==> src/rtl/dmem_arbiter.sv <==
// Round-robin arbiter sharing a single-ported data memory between the CPU (port 0)
// and the host loader (port 1); one transaction in flight, fixed read latency.
module dmem_arbiter #(
  parameter int AW  = 32,
  parameter int DW  = 32,
  parameter int LAT = 1
) (
  input  logic          clk,
  input  logic          rst,
  input  logic          p0_req_valid,
  output logic          p0_req_ready,
  input  logic          p0_we,
  input  logic [AW-1:0] p0_addr,
  input  logic [DW-1:0] p0_wdata,
  output logic          p0_rsp_valid,
  output logic [DW-1:0] p0_rsp_rdata,
  output logic          p0_rsp_err,
  input  logic          p1_req_valid,
  output logic          p1_req_ready,
  input  logic          p1_we,
  input  logic [AW-1:0] p1_addr,
  input  logic [DW-1:0] p1_wdata,
  output logic          p1_rsp_valid,
  output logic [DW-1:0] p1_rsp_rdata,
  output logic          p1_rsp_err,
  output logic          mem_en,
  output logic          mem_we,
  output logic [AW-1:0] mem_addr,
  output logic [DW-1:0] mem_wdata,
  input  logic [DW-1:0] mem_rdata,
  output logic          busy
);

  localparam int CW = $clog2(LAT) + 1;

  typedef enum logic [1:0] {IDLE, ISSUE, WAIT, RESP} state_t;

  state_t        state, state_nxt;
  logic          last_served;
  logic          winner;
  logic          granted;
  logic          grant_id;
  logic          sel_we;
  logic [AW-1:0] sel_addr;
  logic [DW-1:0] sel_wdata;
  logic          misaligned;
  logic          lat_we;
  logic [AW-1:0] lat_addr;
  logic [DW-1:0] lat_wdata;
  logic [DW-1:0] rsp_data;
  logic          rsp_err;
  logic [CW-1:0] cnt;

  // Grant is combinational; reset suppresses it so a request seen with rst is ignored.
  always_comb begin
    granted  = 1'b0;
    grant_id = 1'b0;
    if (state == IDLE && !rst) begin
      if (p0_req_valid && p1_req_valid) begin
        granted  = 1'b1;
        grant_id = ~last_served;
      end else if (p0_req_valid) begin
        granted  = 1'b1;
        grant_id = 1'b0;
      end else if (p1_req_valid) begin
        granted  = 1'b1;
        grant_id = 1'b1;
      end
    end
  end

  assign p0_req_ready = granted && !grant_id;
  assign p1_req_ready = granted && grant_id;
  assign sel_we       = grant_id ? p1_we    : p0_we;
  assign sel_addr     = grant_id ? p1_addr  : p0_addr;
  assign sel_wdata    = grant_id ? p1_wdata : p0_wdata;
  assign misaligned   = (sel_addr[1:0] != 2'b00);

  always_ff @(posedge clk) begin
    if (rst) state <= IDLE;
    else     state <= state_nxt;
  end

  always_comb begin
    state_nxt = state;
    case (state)
      IDLE:    if (granted) state_nxt = misaligned ? RESP : ISSUE;
      ISSUE:   state_nxt = WAIT;
      WAIT:    if (cnt == '0) state_nxt = RESP;
      RESP:    state_nxt = IDLE;
      default: state_nxt = IDLE;
    endcase
  end

  always_ff @(posedge clk) begin
    if (rst) begin
      last_served <= 1'b1;
      winner      <= 1'b0;
      lat_we      <= 1'b0;
      lat_addr    <= '0;
      lat_wdata   <= '0;
      rsp_data    <= '0;
      rsp_err     <= 1'b0;
      cnt         <= '0;
    end else begin
      case (state)
        IDLE: if (granted) begin
          winner      <= grant_id;
          last_served <= grant_id;
          lat_we      <= sel_we;
          lat_addr    <= sel_addr;
          lat_wdata   <= sel_wdata;
          rsp_data    <= '0;
          rsp_err     <= misaligned;
        end
        ISSUE: cnt <= CW'(LAT - 1);
        WAIT: begin
          cnt <= cnt - 1'b1;
          if (cnt == '0) rsp_data <= lat_we ? '0 : mem_rdata;
        end
        default: ;
      endcase
    end
  end

  // Memory bus and response ports are forced to zero outside their strobes.
  assign mem_en       = (state == ISSUE);
  assign mem_we       = mem_en && lat_we;
  assign mem_addr     = mem_en ? lat_addr  : '0;
  assign mem_wdata    = mem_en ? lat_wdata : '0;
  assign p0_rsp_valid = (state == RESP) && !winner;
  assign p1_rsp_valid = (state == RESP) && winner;
  assign p0_rsp_rdata = p0_rsp_valid ? rsp_data : '0;
  assign p1_rsp_rdata = p1_rsp_valid ? rsp_data : '0;
  assign p0_rsp_err   = p0_rsp_valid && rsp_err;
  assign p1_rsp_err   = p1_rsp_valid && rsp_err;
  assign busy         = (state != IDLE);

endmodule

==> config.mk <==
export PLATFORM = sky130hd
export DESIGN_NAME = dmem_arbiter
export DESIGN_NICKNAME = d
export VERILOG_FILES = /design/src/rtl/dmem_arbiter.sv
export SDC_FILE = /design/constraint.sdc
export NUM_CORES = 1
export LEC_CHECK = 0
export ABC_AREA = 1
export ABC_CLOCK_PERIOD_IN_PS = 3800
export BUFFER_PORTS_ARGS = -buffer_cell sky130_fd_sc_hd__buf_4
export CAP_MARGIN = 15
export CORE_MARGIN = 3
export CORE_UTILIZATION = 40
export CTS_CLUSTER_DIAMETER = 50
export DETAILED_ROUTE_END_ITERATION = 6
export PLACE_DENSITY_LB_ADDON = 0.05
export SYNTH_ARGS = -nofsm -noshare
export SYNTH_HDL_FRONTEND = slang
export SYNTH_SLANG_ARGS = --single-unit
==> constraint.sdc <==
create_clock -name clk -period 3.8 [get_ports clk]
set_clock_uncertainty 0.05 [all_clocks]
set_input_delay 0.76 -clock clk [delete_from_list [all_inputs] [get_ports clk]]
set_output_delay 0.76 -clock clk [all_outputs]
set_load 0.02 [all_outputs]
==> impl_metrics.yaml <==
timing:
  finalHoldViolCount: 0
  slew_headroom_pct: 50.9
  timing.final.crit_share_pct: 76.6
  final.setup.tns_ns: 0
  clock.fmax_ghz: 0.344
  worstMarginPinSlew_ns: 0.737
  rsz0062_at_grt: "false"
  period_minus_slack_ns: 2.91
  drv_slew: 0
  setup_viol: 0
  whs_ns: 0.414
synthesis:
  synth_seq_cells: 103
  synth.distinct_cells: 27
  syn_area_um2: 5320
  syn_inst: 824
  ys_seq_area_share_pct: 38.7
  yosysTopAreaCell: "dfxtp_1"
  synthTopCellsByArea: "dfxtp_1 (39%), nand2_1 (15%), a21oi_1 (11%)"
  yosys.area.top_type_share_pct: 38.7
  synth_nets: 994
  yosysWarningCount: 0
  syn_area_per_cell_um2: 6.46
global_routing:
  grt_pass1_vias: 5520
  antenna_found_initial: 0
  overflow: 0
  grt_max_degree: 64
  track_usage_pct: 22.9
  grt_pass1_wl_um: 27400
clock_tree:
  insertion_delay_ns: 0.34
  cts.sinks: 103
  postCtsHoldBufs: 0
  htree_num_levels: 3
  cts_setup_buffers: 0
  root_buffer: "clkbuf_16"
  clk_pin_slew_worst_paths_ns: 0.07
  clock_path_buffers: 2
  cts_resized: 0
  cts_inserted_buffers: 9
  tritoncts: "built"
setup_path:
  critPathMaxFanout: 34
  required_ns: 2.99
  crit_family: "adder cells"
  critPathArrivalTime_ns: 2.10
  slowest_delay_ns: 0.66
  worst-setup-path-type: "flip-flop to primary output"
  cp-end-kind: "primary output"
  path_buf_inv: 4
  start_kind: "flip-flop"
  crit_path_top_delay_cell: "ha_2"
  crit_chain: "inv_1 > ha_2 > buf_4 > nand2_1 > inv_1 > buf_4"
pwr:
  powerDensity_nw_per_um2: 630
  ir_worst_vdd_mv: 0.458
  p_leak_nw: 4.41
hold_path:
  min_path_type: "flip-flop to flip-flop"
floorplanning:
  start_util_pct: 41.5
  design.core.area_um2: 12800
  num_rows: 41
  pin_count: 303
  die_h_um: 121
  die_w_um: 121
  dieArea_um2: 14700
route:
  avgRoutedWirePerCell_um: 13.9
  via_per_inst: 4.72
  first_pass_iters: 4
  routed_wl_um: 17600
  detail-route-antenna-nets: 0
  drc: 0
  drt_iter0_markers: 500
  vias: 5993
placement:
  gp_congestion: 0.808
  place_hpwl_um: 12500
  portBuffers: 302
cells_and_area:
  num-nets-final: 1263
  antenna-diode-count: 0
  area_growth_pct: 50.0
  fill_cells: 1303
  drive_gt1_share_pct: 32.9
run:
  max_cap_viol_count: 0
run_status:
  outcome: "completed"
[cells in the mapped netlist (all sizes together)]
library cell	number
nor2	74
o21ai	4
ha	4
nand3	13
nor3	32
o21a	1
o21bai	1
a211oi	1
nand4	1
o31ai	1
a21oi	112
a31o	26
inv	145
a31oi	10
a22oi	19
clkbuf	32
buf	27
nand2	218
dfxtp	103
[worst register-to-register path: stages, from the launching register on]
cell and delay, ns:
dfxtp_1 0.33, inv_1 0.10, ha_1 0.32, nand2_1 0.21
nor2_4 0.47, buf_4 0.53, nand2_1 0.11, nand2_1 0.12
nand2_1 0.06, nand2_1 0.05, a21oi_1 0.06
[layout make-up]
class                   count  area (um2)  area share [%]
clock buffers              11         253            3.17
clock inverters             4        45.0           0.564
inverters                 145         544            6.82
multi-input cells         517        2460            30.9
flip-flops and latches    103        2060            25.8
well taps                 172         215            2.70
repair buffers            317        2400            30.1
[worst paths after layout]
kind	endpoint	slack [ns]	start	cells after the start
setup reg to reg	state[1]	1.29	state[1]	10
setup / recovery	mem_addr[0]	0.89	state[1]	6
hold / removal	last_served	0.41	last_served	2
hold reg to reg	last_served	0.41	last_served	2
[state kept, by name, summed over array words and instances, names as in the netlist]
name,count
state,2
last_served,1
winner,1
lat_addr,32
rsp_err,1
lat_we,1
lat_wdata,32
cnt,1
rsp_data,32
[stage by stage]
step,area (um2),util (%),total power [mW],instances,setup slack [ns]
3_3_place_gp,7660,59.7,4.10,1253,1.17
6_report,7980,62.3,5.03,1269,0.890
4_1_cts,7960,62.0,5.07,1268,0.835
5_1_grt,7980,62.3,5.46,1269,0.723
2_1_floorplan,5320,-,3.40,824,1.41
3_5_place_dp,7660,59.7,4.12,1253,1.15
[where the power goes]
group,switching (mW),internal [mW],total (mW)
sequential,0.191,1.47,1.66
clock,0.396,0.540,0.936
combinational,1.49,0.945,2.43
total,2.08,2.95,5.03
[logic make-up after synthesis]
logic type	share of synthesized area, %
AND/OR/NAND/NOR	25.2
flip-flops	38.7
buffers and inverters	15.3
AO/OA/AOI/OAI	19.8
adder cells (fa/ha/maj)	0.941
[routing by layer]
layer	wire length [um]	GRT usage (%)	vias to the layer above	part of all wire (%)
li1	-	-	3100	-
met1	7320	28.1	2678	42
met3	1410	6.48	24	8.0
met2	8520	38.6	191	48
met4	335	7.56	0	1.9
met5	0	0	-	0
[placed cells by master, fill, tap and decap left out, drive strengths merged, types with 3 or more instances in the layout]
master and n:
nand3 13, a31oi 10, nor3 32, ha 4, nor2 74, o21ai 4, a21oi 112, inv 145
nand2 218, buf 317, a22oi 19, clkinv 3, a31o 26, dfxtp 103, clkbuf 11
No activity file was read; power rests on OpenSTA's default activity.
